$ cat src/rtl/bch_pkg.sv
// Shared definitions for the DEC BCH streaming remainder engine:
// generator polynomials g(x) = m1(x)*m3(x) for m = 5..8, remainder width,
// and the frame mode encoding.
package bch_pkg;

  typedef enum logic {
    BCH_MODE_ENC = 1'b0,
    BCH_MODE_CHK = 1'b1
  } bch_mode_e;

  // Remainder width R = 2m (degree of the DEC generator polynomial).
  function automatic int fn_bch_rem_w(input int m);
    return 2 * m;
  endfunction

  // Full generator polynomial including the x^(2m) term.
  function automatic logic [16:0] fn_bch_dec_gpoly(input int m);
    logic [16:0] g;
    case (m)
      5:       g = 17'h00769;
      6:       g = 17'h01539;
      7:       g = 17'h04377;
      8:       g = 17'h16F63;
      default: g = 17'h00000;
    endcase
    return g;
  endfunction

endpackage

$ cat src/rtl/bch_dec_stream_lfsr_if.sv
// Beat/result bus of bch_dec_stream_lfsr.
// slave modport is the engine side, master modport the frame source/result sink.
// Optional BCH_FRAME_CHK_EN adds s_last_i and res_err_o.
//
// Handshake: a transfer happens on a rising clock edge where valid and ready
// are both high. A source holds valid, data and sideband stable until that
// edge; ready may be asserted independently of valid.
interface bch_dec_stream_lfsr_if #(
  parameter int P_BEAT_W = 4,
  parameter int P_REM_W  = 10
);
  logic                mode_i;
  logic                s_valid_i;
  logic                s_ready_o;
  logic [P_BEAT_W-1:0] s_data_i;
  logic                res_valid_o;
  logic                res_ready_i;
  logic [P_REM_W-1:0]  res_o;
  logic                res_zero_o;
  logic                res_mode_o;
`ifdef BCH_FRAME_CHK_EN
  logic                s_last_i;
  logic                res_err_o;

  modport slave (
    input  mode_i, s_valid_i, s_data_i, s_last_i, res_ready_i,
    output s_ready_o, res_valid_o, res_o, res_zero_o, res_mode_o, res_err_o
  );
  modport master (
    output mode_i, s_valid_i, s_data_i, s_last_i, res_ready_i,
    input  s_ready_o, res_valid_o, res_o, res_zero_o, res_mode_o, res_err_o
  );
`else
  modport slave (
    input  mode_i, s_valid_i, s_data_i, res_ready_i,
    output s_ready_o, res_valid_o, res_o, res_zero_o, res_mode_o
  );
  modport master (
    output mode_i, s_valid_i, s_data_i, res_ready_i,
    input  s_ready_o, res_valid_o, res_o, res_zero_o, res_mode_o
  );
`endif
endinterface

$ cat src/rtl/bch_lfsr_step.sv
// Combinational unrolled division step: folds P_NBITS bits (MSB first) into
// the 2m-bit remainder, either as a parity encoder or as a syndrome divider.
module bch_lfsr_step
  import bch_pkg::*;
#(
  parameter bch_mode_e P_MODE  = BCH_MODE_ENC,
  parameter int        P_GF_M  = 5,
  parameter int        P_NBITS = 4
) (
  input  logic [2*P_GF_M-1:0]  r_i,
  input  logic [P_NBITS-1:0]   bits_i,
  output logic [2*P_GF_M-1:0]  r_o
);
  localparam int R = fn_bch_rem_w(P_GF_M);
  localparam logic [R-1:0] G = R'(fn_bch_dec_gpoly(P_GF_M));

  logic [R-1:0] acc;
  logic         fb;

  // Bit-serial division unrolled over the bits of one beat, earliest bit first.
  always_comb begin
    acc = r_i;
    fb  = 1'b0;
    for (int i = 0; i < P_NBITS; i++) begin
      if (P_MODE == BCH_MODE_ENC) begin
        fb  = bits_i[P_NBITS-1-i] ^ acc[R-1];
        acc = (acc << 1) ^ (fb ? G : '0);
      end else begin
        fb  = acc[R-1];
        acc = {acc[R-2:0], bits_i[P_NBITS-1-i]} ^ (fb ? G : '0);
      end
    end
    r_o = acc;
  end

endmodule

$ cat src/rtl/bch_dec_stream_lfsr.sv
// Streaming DEC BCH parity/syndrome engine. Frames arrive as P_BEAT_W-bit
// beats (MSB first); the 2m-bit remainder is held until consumed.
// Optional feature macro: BCH_FRAME_CHK_EN (s_last_i framing and res_err_o).
module bch_dec_stream_lfsr
  import bch_pkg::*;
#(
  parameter int P_GF_M    = 5,
  parameter int P_D_WIDTH = 21,
  parameter int P_BEAT_W  = 4
) (
  input  logic                  clk_i,
  input  logic                  rst_i,
  bch_dec_stream_lfsr_if.slave  bus,
  output logic [0:0]            dbg_state_o
);
  localparam int R      = fn_bch_rem_w(P_GF_M);
  localparam int L_ENC  = P_D_WIDTH;
  localparam int L_CHK  = P_D_WIDTH + R;
  localparam int B_ENC  = (L_ENC + P_BEAT_W - 1) / P_BEAT_W;
  localparam int B_CHK  = (L_CHK + P_BEAT_W - 1) / P_BEAT_W;
  localparam int N_ENC  = L_ENC - (B_ENC - 1) * P_BEAT_W;
  localparam int N_CHK  = L_CHK - (B_CHK - 1) * P_BEAT_W;
  localparam int CNT_W  = $clog2(B_CHK + 1);
  localparam logic [CNT_W-1:0] LAST_ENC = CNT_W'(B_ENC - 1);
  localparam logic [CNT_W-1:0] LAST_CHK = CNT_W'(B_CHK - 1);

  localparam logic [0:0] ST_RUN  = 1'b0;
  localparam logic [0:0] ST_HOLD = 1'b1;

  logic [0:0]       state;
  logic [R-1:0]     r;
  logic [CNT_W-1:0] cnt;
  logic             mode_q;

  logic             accept;
  logic             pop;
  logic             cur_mode;
  logic             last_cnt;
  logic             close;
  logic [R-1:0]     r_next;
  logic [R-1:0]     r_enc_full, r_enc_last, r_chk_full, r_chk_last;

  bch_lfsr_step #(.P_MODE(BCH_MODE_ENC), .P_GF_M(P_GF_M), .P_NBITS(P_BEAT_W)) u_enc_full (
    .r_i(r), .bits_i(bus.s_data_i), .r_o(r_enc_full));
  bch_lfsr_step #(.P_MODE(BCH_MODE_ENC), .P_GF_M(P_GF_M), .P_NBITS(N_ENC)) u_enc_last (
    .r_i(r), .bits_i(bus.s_data_i[P_BEAT_W-1 -: N_ENC]), .r_o(r_enc_last));
  bch_lfsr_step #(.P_MODE(BCH_MODE_CHK), .P_GF_M(P_GF_M), .P_NBITS(P_BEAT_W)) u_chk_full (
    .r_i(r), .bits_i(bus.s_data_i), .r_o(r_chk_full));
  bch_lfsr_step #(.P_MODE(BCH_MODE_CHK), .P_GF_M(P_GF_M), .P_NBITS(N_CHK)) u_chk_last (
    .r_i(r), .bits_i(bus.s_data_i[P_BEAT_W-1 -: N_CHK]), .r_o(r_chk_last));

`ifdef BCH_FRAME_CHK_EN
  logic err_q;
  logic err_next;
`endif

  // Beat acceptance, mode selection (first beat samples mode_i) and next remainder.
  always_comb begin
    accept   = (state == ST_RUN) && bus.s_valid_i;
    pop      = (state == ST_HOLD) && bus.res_ready_i;
    cur_mode = (cnt == '0) ? bus.mode_i : mode_q;
    last_cnt = cur_mode ? (cnt == LAST_CHK) : (cnt == LAST_ENC);
    if (cur_mode) r_next = last_cnt ? r_chk_last : r_chk_full;
    else          r_next = last_cnt ? r_enc_last : r_enc_full;
`ifdef BCH_FRAME_CHK_EN
    close    = last_cnt || bus.s_last_i;
    err_next = last_cnt ? !bus.s_last_i : bus.s_last_i;
`else
    close    = last_cnt;
`endif
  end

  // RUN accumulates beats; HOLD presents the remainder until it is consumed.
  always_ff @(posedge clk_i or posedge rst_i) begin
    if (rst_i) begin
      state  <= ST_RUN;
      r      <= '0;
      cnt    <= '0;
      mode_q <= 1'b0;
`ifdef BCH_FRAME_CHK_EN
      err_q  <= 1'b0;
`endif
    end else if (accept) begin
      r      <= r_next;
      mode_q <= cur_mode;
      if (close) begin
        state <= ST_HOLD;
`ifdef BCH_FRAME_CHK_EN
        err_q <= err_next;
`endif
      end else begin
        cnt <= cnt + 1'b1;
      end
    end else if (pop) begin
      state  <= ST_RUN;
      r      <= '0;
      cnt    <= '0;
      mode_q <= 1'b0;
`ifdef BCH_FRAME_CHK_EN
      err_q  <= 1'b0;
`endif
    end
  end

  // Result outputs read as their reset values outside HOLD.
  always_comb begin
    bus.s_ready_o   = (state == ST_RUN);
    bus.res_valid_o = (state == ST_HOLD);
    bus.res_o       = (state == ST_HOLD) ? r : '0;
    bus.res_zero_o  = (bus.res_o == '0);
    bus.res_mode_o  = (state == ST_HOLD) && mode_q;
`ifdef BCH_FRAME_CHK_EN
    bus.res_err_o   = (state == ST_HOLD) && err_q;
`endif
    dbg_state_o     = state;
  end

endmodule
$ cat src/flat_wrapper.sv
// flat-port wrapper written by rule: the top's interface ports become plain ports
module bch_dec_stream_lfsr_flat import bch_pkg::*;
#(
  parameter int P_GF_M    = 5,
  parameter int P_D_WIDTH = 21,
  parameter int P_BEAT_W  = 4
)
  (clk_i, rst_i, dbg_state_o, bus_mode_i, bus_s_valid_i, bus_s_data_i, bus_res_ready_i, bus_s_ready_o, bus_res_valid_o, bus_res_o, bus_res_zero_o, bus_res_mode_o);
  bch_dec_stream_lfsr_if #(.P_BEAT_W(P_BEAT_W)) bus_i ();
  input  logic clk_i;
  input  logic rst_i;
  output logic [0:0] dbg_state_o;
  input wire logic [$bits(bus_i.mode_i)-1:0] bus_mode_i;
  input wire logic [$bits(bus_i.s_valid_i)-1:0] bus_s_valid_i;
  input wire logic [$bits(bus_i.s_data_i)-1:0] bus_s_data_i;
  input wire logic [$bits(bus_i.res_ready_i)-1:0] bus_res_ready_i;
  output wire logic [$bits(bus_i.s_ready_o)-1:0] bus_s_ready_o;
  output wire logic [$bits(bus_i.res_valid_o)-1:0] bus_res_valid_o;
  output wire logic [$bits(bus_i.res_o)-1:0] bus_res_o;
  output wire logic [$bits(bus_i.res_zero_o)-1:0] bus_res_zero_o;
  output wire logic [$bits(bus_i.res_mode_o)-1:0] bus_res_mode_o;
  assign bus_i.mode_i = bus_mode_i;
  assign bus_i.s_valid_i = bus_s_valid_i;
  assign bus_i.s_data_i = bus_s_data_i;
  assign bus_i.res_ready_i = bus_res_ready_i;
  assign bus_s_ready_o = bus_i.s_ready_o;
  assign bus_res_valid_o = bus_i.res_valid_o;
  assign bus_res_o = bus_i.res_o;
  assign bus_res_zero_o = bus_i.res_zero_o;
  assign bus_res_mode_o = bus_i.res_mode_o;
  bch_dec_stream_lfsr #(.P_GF_M(P_GF_M), .P_D_WIDTH(P_D_WIDTH), .P_BEAT_W(P_BEAT_W)) u_core (.clk_i(clk_i), .rst_i(rst_i), .bus(bus_i), .dbg_state_o(dbg_state_o));
endmodule
$ cat config.mk
export PLATFORM = sky130hd
export DESIGN_NAME = bch_dec_stream_lfsr_flat
export DESIGN_NICKNAME = d
export VERILOG_FILES = /design/src/rtl/bch_pkg.sv /design/src/rtl/bch_dec_stream_lfsr_if.sv /design/src/rtl/bch_lfsr_step.sv /design/src/rtl/bch_dec_stream_lfsr.sv /design/src/flat_wrapper.sv
export SDC_FILE = /design/constraint.sdc
export NUM_CORES = 1
export LEC_CHECK = 0
export ABC_CLOCK_PERIOD_IN_PS = 2050
export BUFFER_PORTS_ARGS = -buffer_cell sky130_fd_sc_hd__buf_2
export CORE_AREA = 2 2 56 72
export DETAILED_ROUTE_END_ITERATION = 7
export DIE_AREA = 0 0 58 74
export GPL_TIMING_DRIVEN = 0
export HOLD_SLACK_MARGIN = 0.08
export PLACE_DENSITY = 0.83
export SYNTH_ARGS = -nofsm -noshare
export SYNTH_HDL_FRONTEND = slang
export SYNTH_HIERARCHICAL = 1
export SYNTH_SLANG_ARGS = --single-unit
$ cat constraint.sdc
create_clock -name clk_i -period 2.05 [get_ports clk_i]
set_input_delay 0 -clock clk_i [delete_from_list [all_inputs] [get_ports clk_i]]
set_output_delay 0 -clock clk_i [all_outputs]
set_load 0.01 [all_outputs]
Yosys cells after proc, flatten, opt, wreduce, memory -nomap -nowiden
Cells that the tools add are included.
{"block": "totals", "ff_bits": 16, "latchBits": 0, "ram_bits": 0, "mem_bits_ro": 0, "input_bits": 9, "out_inout_bits": 15, "n_memories": 0}
{"block": "op_classes", "addsub": 1, "mul": 0, "div_mod_pow": 0, "magnitude_cmp": 0, "n_eq_ne": 4, "n_shift": 0, "muxes": 23, "n_bitwise": 13, "reduce_logical": 8}
{"operator": "10-bit 2-to-1 mux", "count": 14}
{"operator": "10-bit XOR", "count": 8}
{"operator": "4-bit 2-to-1 mux", "count": 3}
{"operator": "10-bit zero test", "count": 1}
{"operator": "4-bit by 3-bit equality test with 1-bit output, second input constant", "count": 2}
{"operator": "1-bit 2-to-1 mux", "count": 6}
{"operator": "4-bit by 1-bit adder with 4-bit output, second input constant", "count": 1}
{"operator": "4-bit zero test", "count": 1}
{"operator": "2-bit != test, second input constant", "count": 2}
{"operator": "2-bit AND reduction", "count": 2}
{"operator": "1-bit XOR", "count": 4}
{"operator": "1-bit logical AND", "count": 3}
{"operator": "2-bit nonzero test", "count": 1}
{"operator": "1-bit inverter", "count": 1}

Longest topological paths before layout
Gate-level depths: netlist (run 1).
{"block": "depth", "ltp_word": 15, "ltp_mapped": 7}

Hierarchy
The synthesis (run 1) kept the hierarchy.
{"mod": "bch_dec_stream_lfsr", "n_inst": 1, "cells_each": 108, "area_per_inst_um2": 1151.1, "seq_area_each_um2": 400.4}
{"mod": "bch_lfsr_step at u_core.u_enc_full", "n_inst": 1, "cells_each": 19, "area_per_inst_um2": 212.7, "seq_area_each_um2": 0.0}
{"mod": "bch_lfsr_step at u_core.u_chk_full", "n_inst": 1, "cells_each": 17, "area_per_inst_um2": 171.4, "seq_area_each_um2": 0.0}
{"mod": "bch_lfsr_step at u_core.u_enc_last", "n_inst": 1, "cells_each": 12, "area_per_inst_um2": 170.2, "seq_area_each_um2": 0.0}
{"mod": "bch_lfsr_step at u_core.u_chk_last", "n_inst": 1, "cells_each": 17, "area_per_inst_um2": 152.6, "seq_area_each_um2": 0.0}

Least setup slack after synthesis (run 1)
No wires, ideal clock.
{"block": "synth_timing", "path_type": "flip-flop to flip-flop", "start": "register u_core.r[9]", "end": "register u_core.r[0]", "t_arrival_ps": 1903, "t_required_ps": 1929, "setup_slack_ps": 26, "stages_incl_launch_ff": 7, "n_path_buf": 1, "period_less_slack_ps": 2024, "path_cell_list": "dfrtp_1 > xnor2_2 > xnor3_1 > buf_4 > mux2i_1 > mux2i_1 > a22o_1"}
{"block": "synth_between", "elab_chain_len": 15, "elab_cells_between_ends": 24, "cone_classes": "mux (12); bitwise (12)"}
{"element": "start, declared", "line_no": "bch_dec_stream_lfsr.sv:31", "source": "logic [R-1:0] r;"}
{"element": "start signal, assigned", "line_no": "bch_dec_stream_lfsr.sv:84", "source": "r <= r_next;"}
{"element": "1-bit XOR *", "line_no": "bch_lfsr_step.sv:26", "source": "fb = bits_i[P_NBITS-1-i] ^ acc[R-1];"}
{"element": "10-bit 2-to-1 mux *", "line_no": "bch_lfsr_step.sv:27", "source": "acc = (acc << 1) ^ (fb ? G : '0);"}
{"element": "10-bit XOR *", "line_no": "bch_lfsr_step.sv:27"}
{"element": "1-bit XOR", "line_no": "bch_lfsr_step.sv:26"}
{"element": "10-bit 2-to-1 mux", "line_no": "bch_lfsr_step.sv:27"}
{"element": "10-bit XOR *", "line_no": "bch_lfsr_step.sv:27"}
{"element": "1-bit XOR", "line_no": "bch_lfsr_step.sv:26"}
{"element": "10-bit 2-to-1 mux", "line_no": "bch_lfsr_step.sv:27"}
{"element": "10-bit XOR *", "line_no": "bch_lfsr_step.sv:27"}
{"element": "1-bit XOR *", "line_no": "bch_lfsr_step.sv:26"}
{"element": "net u_core.u_enc_full.fb", "line_no": "bch_lfsr_step.sv:18", "source": "logic fb;"}
{"element": "10-bit 2-to-1 mux *", "line_no": "bch_lfsr_step.sv:27"}
{"element": "10-bit XOR *", "line_no": "bch_lfsr_step.sv:27"}
{"element": "net u_core.r_enc_full[0]", "line_no": "bch_dec_stream_lfsr.sv:41", "source": "logic [R-1:0] r_enc_full, r_enc_last, r_chk_full, r_chk_last;"}
{"element": "10-bit 2-to-1 mux *", "line_no": "bch_dec_stream_lfsr.sv:64", "source": "else r_next = last_cnt ? r_enc_last : r_enc_full;"}
{"element": "10-bit 2-to-1 mux *", "line_no": "bch_dec_stream_lfsr.sv:63", "source": "if (cur_mode) r_next = last_cnt ? r_chk_last : r_chk_full;"}
{"element": "10-bit 2-to-1 mux *", "line_no": "bch_dec_stream_lfsr.sv:83", "source": "end else if (accept) begin"}
The timed path passes the listed nets; every way through them passes the cells marked *.
A chain may end at the register's enable or synchronous reset.

Final worst setup path (run 1)
Same ends and word-level chain as after synthesis.

==> results of run 1 <==
-- stage by stage --
stage	worst slack (ns)	cell area (um^2)	total power, uW	util, %	hold WS [ns]
4_1_cts	0.00327	2100	4550	57.8	0.200
3_5_place_dp	-0.231	2020	4280	55.8	0.118
5_1_grt	-0.0000371	2130	4980	58.8	0.199
3_3_place_gp	-0.186	2020	4150	55.8	0.103
6_report	0.0691	2130	4610	58.8	0.203
2_1_floorplan	0.0261	1860	3650	-	-0.0863
-- registers in the layout, summed over array words and instances, names as in the netlist --
| name | cells |
|---|---|
| u_core/mode_q | 1 |
| u_core/cnt | 4 |
| u_core/bus.res_valid_o | 1 |
| u_core/r | 10 |
-- placed cells by master, fill, tap and decap left out, drive strengths merged --
cell type,synthesis,layout
nor3b,1,1
nor2b,1,1
and3,1,1
xor3,6,6
inv,6,6
or4,2,2
nand2,2,2
and4bb,1,1
a221oi,1,1
a21o,1,1
or3,1,1
mux2i,30,30
ha,2,2
dfrtp,16,16
xnor2,41,41
a21oi,3,3
a22oi,1,1
dlygate4sd3,0,2
a22o,12,12
o22ai,1,1
nand4,1,1
xnor3,1,1
buf,12,38
clkbuf,4,7
xor2,10,10
o2bb2ai,1,1
nand4b,2,2
o41ai,1,1
mux2,1,1
and2,11,11
-- synth_stat cells, types with 2 or more instances --
| cell type | n |
|---|---|
| xnor2_1 | 38 |
| nand4b_1 | 2 |
| buf_4 | 8 |
| a21oi_1 | 3 |
| dfrtp_1 | 16 |
| clkbuf_1 | 3 |
| or4_1 | 2 |
| mux2i_1 | 30 |
| and2_1 | 11 |
| xor2_2 | 2 |
| a22o_1 | 12 |
| xnor2_2 | 2 |
| xor2_1 | 8 |
| inv_1 | 6 |
| nand2_1 | 2 |
| buf_2 | 3 |
| xor3_1 | 6 |
| ha_1 | 2 |
-- logic make-up after synthesis --
| logic type | after synthesis |
|---|---|
| flip-flops | 16 |
| AND/OR/NAND/NOR | 23 |
| AO/OA/AOI/OAI | 21 |
| XOR/XNOR | 58 |
| adder cells (fa/ha/maj) | 2 |
| buffers and inverters | 22 |
| multiplexers | 31 |
-- critical path: stages (launching register included) --
cell and delay [ns]:
dfrtp_4 0.56, xnor2_4 0.24, xnor3_1 0.48, buf_4 0.15
mux2i_1 0.12, mux2i_1 0.08, a22o_1 0.23
-- area by class of cell --
cell class / count / area share (%)
tap: 40 / 2.35
clock buffer: 3 / 1.94
buffer: 16 / 4.81
inverter: 6 / 1.06
multi-input combinational: 135 / 63.3
timing repair buffer: 28 / 7.39
sequential: 16 / 19.1
-- worst min-delay path by stage --
stage,endpoint,slack [ns],depth (start not counted)
after detailed placement,u_core/r[9]$_DFFE_PP0P_,0.12,2
after global placement,u_core/r[8]$_DFFE_PP0P_,0.10,2
after CTS,u_core/cnt[3]$_DFFE_PP0P_,0.20,4
after floorplan,u_core/bus.res_valid_o$_DFFE_PP0P_,-0.09,1
after global routing,u_core/cnt[3]$_DFFE_PP0P_,0.20,4
final,u_core/cnt[3]$_DFFE_PP0P_,0.20,4
-- layer usage --
layer / GRT usage [%] / vias up / share of wire (%) / wire, um
met1: 23.4 / 658 / 39 / 1590
met2: 37.5 / 36 / 56 / 2260
li1: - / 658 / - / -
met4: 9.56 / 0 / 1.8 / 71
met5: 0 / - / 0 / 0
met3: 1.22 / 6 / 3.2 / 131
-- power breakdown --
part	internal [uW]	switching [uW]
Clock	130	104
Combinational	1980	1450
Sequential	488	457
-- timing repair --
| item | in CTS | in global routing |
|---|---|---|
| gates resized for setup | 3 | 4 |
| setup endpoints to repair | 3 | 2 |
| endpoints found under the hold margin | 19 | 0 |
| buffers inserted | 0 | 3 |
| hold buffers | 2 | 0 |
==> results_dict.tcl, run 1 <==
set metrics [dict create \
    synth_edf_count 0 \
    drive_gt1_share_pct 27.5 \
    synth-seq-cells 16 \
    critPathLaunchType "flip-flop" \
    dr.pass1.iters 4 \
    min_from "bus_mode_i" \
    synth_top_area_share_pct 21.5 \
    die_w_um 58 \
    grt-ovfl-total 0 \
    cts_htree_levels 1 \
    synth_top_cells_by_area "dfrtp_1 (22%), xnor2_1 (18%), mux2i_1 (16%), xor3_1 (7.7%), a22o_1 (5.7%)" \
    rows 25 \
    r2r-start "u_core/r[9]$_DFFE_PP0P_" \
    worst_slew_pin_slew_ns 0.641 \
    hold_violations 0 \
    vias_per_cell 5.57 \
    finalCritPeriodShare_pct 96.6 \
    dpl.cell_count 236 \
    instances_no_fill 244 \
    synthesis.area_per_instance_um2 10.7 \
    tns_ns 0 \
    ys.flop_type "dfrtp_1" \
    crit_start "u_core/r[9]$_DFFE_PP0P_" \
    drv_cap 0 \
    drc 0 \
    r2r_setup_slack_ns 0.07 \
    track_usage_pct 20.2 \
    ios 24 \
    final_net_count 217 \
    synth_compound_area_share_pct 9.29 \
    ff2ff_path_depth 6 \
    routed_wl_um 4060 \
    cp-end-kind "flip-flop" \
    setup-violations-final 0 \
    fill_cells 308 \
    worstSetupEndpoint "u_core/r[0]$_DFFE_PP0P_" \
    path_clk_slew_ns 0.06 \
    synthMuxAreaShare_pct 17.0 \
    grt_max_degree 17 \
    regArea_um2 408 \
    syn-num-nets 184 \
    status "finished clean" \
    cts.sinks 16 \
    min_path_type "input port to flip-flop" \
    cts_made_buffers 3 \
    synth_cells 173 \
    drtIter0Drc 89 \
    synthArstFlopShare_pct 100 \
    cp_max_fo 10 \
    finalClockSkew_ns 0.000820 \
    synthAdderAreaFrac_pct 1.35 \
    fin_crit_ns 1.98 \
    ant_nets 0 \
    place.gp.congestion 0.866 \
    reg2reg_to "u_core/r[0]$_DFFE_PP0P_" \
    power_leakage_uw 0.00101 \
    synth-simple-area-share_pct 8.55 \
    synth_top_family_by_area "XOR/XNOR gates" \
    grt_pass1_vias 1347 \
    slew_headroom_pct 57.2 \
    fmax_ghz 0.505 \
    clock_path_buffers 2 \
    n_antenna_cell 0 \
    synth_cell_types 35 \
    ys_warn_count 6 \
    vias 1358 \
    slew_viol_final 0 \
    yosysSeqAreaShare_pct 21.5 \
    clk_root_buffer_cell "clkbuf_8" \
    layout-area-overhead-vs-synth_pct 14.8 \
    die_y_um 74 \
    core_um2 3630 \
    cts_tree "done" \
    clock_latency_ns 0.25 \
    portBuffers 23 \
    power_density_nw_per_um2 2160 \
    crit_type "flip-flop to flip-flop" \
    wl_per_cell_um 16.6 \
    ir_drop_uv 1230 \
    cp.arrival_ns 2.12 \
    grt_pass1_wl_um 6470 \
    syn-cell-area_um2 1860 \
    synth_xor_area_share_pct 35.6 \
    start_util_pct 51.2 \
    antenna_found_initial 0 \
    fp.dieArea_um2 4290 \
    cp.required_ns 2.19 \
    yosys.area.top_type "dfrtp_1" \
    multi_input_area_um2 1350 \
    hpwl_um 3030 \
]
No activity file was read; power rests on OpenSTA's default activity.
==> run 2, diff against run 1 <==
- CELL_PAD_IN_SITES_DETAIL_PLACEMENT: unset -> 2
- CELL_PAD_IN_SITES_GLOBAL_PLACEMENT: unset -> 2
- CORE_AREA: 2 2 56 72 -> 2 2 70 88
- DIE_AREA: 0 0 58 74 -> 0 0 72 90
- PLACE_DENSITY: 0.83 -> 0.82
- REMOVE_ABC_BUFFERS: unset -> 1
==> run 2 against run 1 <==
Utilization fell by 20 points. Non-clock buffer count fell by 7. Worst setup slack got worse by 0.0054 ns. Clock skew rose by 0.0028 ns. Maximum frequency fell by 0.27%. Critical endpoint unchanged.
==> results_dict.tcl, run 2 (synthesized netlist as in run 1, its figures left out) <==
set metrics [dict create \
    status "finished clean" \
    clk_root_buffer_cell "clkbuf_8" \
    setup_slack_ns 0.0637 \
    drive_gt1_share_pct 30.3 \
    drtIter0Drc 88 \
    cts_htree_levels 1 \
    fin_util_pct 38.7 \
    core_um2 5700 \
    hpwl_um 3540 \
    drc 0 \
    hold_violations 0 \
    largest_register "u_core/r" \
    met3_length_um 100 \
    ant_nets 0 \
    drv_cap 0 \
    finalClockSkew_ns 0.00360 \
    final_net_count 210 \
    track_usage_pct 17.5 \
    crit_type "flip-flop to flip-flop" \
    antenna_found_initial 0 \
    setup-violations-final 0 \
    critPathLaunchType "flip-flop" \
    clock_path_buffers 2 \
    layout-area-overhead-vs-synth_pct 18.7 \
    top_layer "met4" \
    cts.sinks 16 \
    vias 1404 \
    grt_pass1_wl_um 8710 \
    wl_per_cell_um 21.6 \
    die_w_um 72 \
    cp_max_fo 11 \
    routed-wl-met2_um 3240 \
    start_util_pct 32.6 \
    cp.arrival_ns 2.13 \
    cts_tree "done" \
    grt-ovfl-total 0 \
    place.gp.congestion 0.728 \
    fp.dieArea_um2 6480 \
    portBuffers 23 \
    cts_made_buffers 3 \
    wl_met1_um 2270 \
    top_regs "u_core/r (10), u_core/cnt (4)" \
    worst_slew_pin_slew_ns 0.712 \
    cp-end-kind "flip-flop" \
    dp_slack_ns -0.645 \
    slew_viol_final 0 \
    die_y_um 90 \
    vias_per_cell 5.32 \
    n_antenna_cell 0 \
    finalCritPeriodShare_pct 96.9 \
    largest_reg_flops 10 \
    slew_headroom_pct 52.6 \
    routed_wl_um 5700 \
    dr.pass1.iters 3 \
    fmax_ghz 0.503 \
    final_cell_mix "xnor2_1 (36), mux2i_1 (29), buf_2 (23), a22o_1 (12), and2_1 (11)" \
    fin_crit_ns 1.99 \
    path_clk_slew_ns 0.07 \
    layout_commonest_cell "xnor2_1" \
    design_area_um2 2200 \
    place_area_um2 1950 \
    grt_max_degree 20 \
    clock_latency_ns 0.25 \
    cp.required_ns 2.19 \
    ios 24 \
    min_path_type "input port to flip-flop" \
    rows 31 \
    grt_pass1_vias 1518 \
    hold_slack_ns 0.200 \
]
## run 2: changes by cell type in the layout (fill, tap and decap cells not counted), sizes merged
| cell | delta |
|---|---|
| clkbuf | -3 |
| buf | -3 |
## run 2: metrics by stage
stage	TNS [ns]	instances
after global placement	-6.61	246
after detailed placement	-8.69	246
after CTS	0	254
after global routing	-0.0181	264
after floorplan	0	157
final	0	264
## run 2: layout make-up
type                       count  area [um^2]
multi-input combinational    135         1380
tap                           66         82.6
inverter                       6         22.5
clock buffer                   4         55.1
timing repair buffer          37          250
fill                         607         3500
sequential                    16          413
## run 2: critical path, cell delays in order, from the launching register on
cell,delay [ns]
dfrtp_2,0.47
inv_1,0.12
ha_1,0.21
nor3b_4,0.23
mux2_4,0.34
buf_12,0.16
mux2i_1,0.12
a22o_1,0.23
## run 2: repair_timing
item | 4_1_cts | 5_1_grt
hold buffers | 2 | 0
endpoints found under the hold margin | 19 | 0
resized for setup | 9 | 8
setup endpoints to repair | 17 | 6
pin swaps | 0 | 1
setup buffers | 2 | 10
## run 2: metal layers
layer | GRT usage (%) | up-vias
li1 | - | 644
met1 | 19.9 | 730
met2 | 33.8 | 22
met3 | 1.35 | 8
met4 | 4.87 | 0
met5 | 0 | -
## run 2: final timing paths
path	from	end	slack, ns	cells after the start
setup / recovery	u_core/cnt[1]$_DFFE_PP0P_	u_core/r[0]$_DFFE_PP0P_	0.06	7
hold / removal	bus_mode_i	u_core/cnt[3]$_DFFE_PP0P_	0.20	4
setup reg to reg	u_core/cnt[1]$_DFFE_PP0P_	u_core/r[0]$_DFFE_PP0P_	0.06	7
hold reg to reg	u_core/mode_q$_DFFE_PP0P_	u_core/mode_q$_DFFE_PP0P_	0.63	1
max in group asynchronous	rst_i	u_core/r[7]$_DFFE_PP0P_	1.12	3
min in group asynchronous	rst_i	u_core/bus.res_valid_o$_DFFE_PP0P_	0.41	3
Power of run 2 is left out: the tool's default activity adds up to more than one toggle a clock period on the data nets, which glitch-free logic cannot reach.
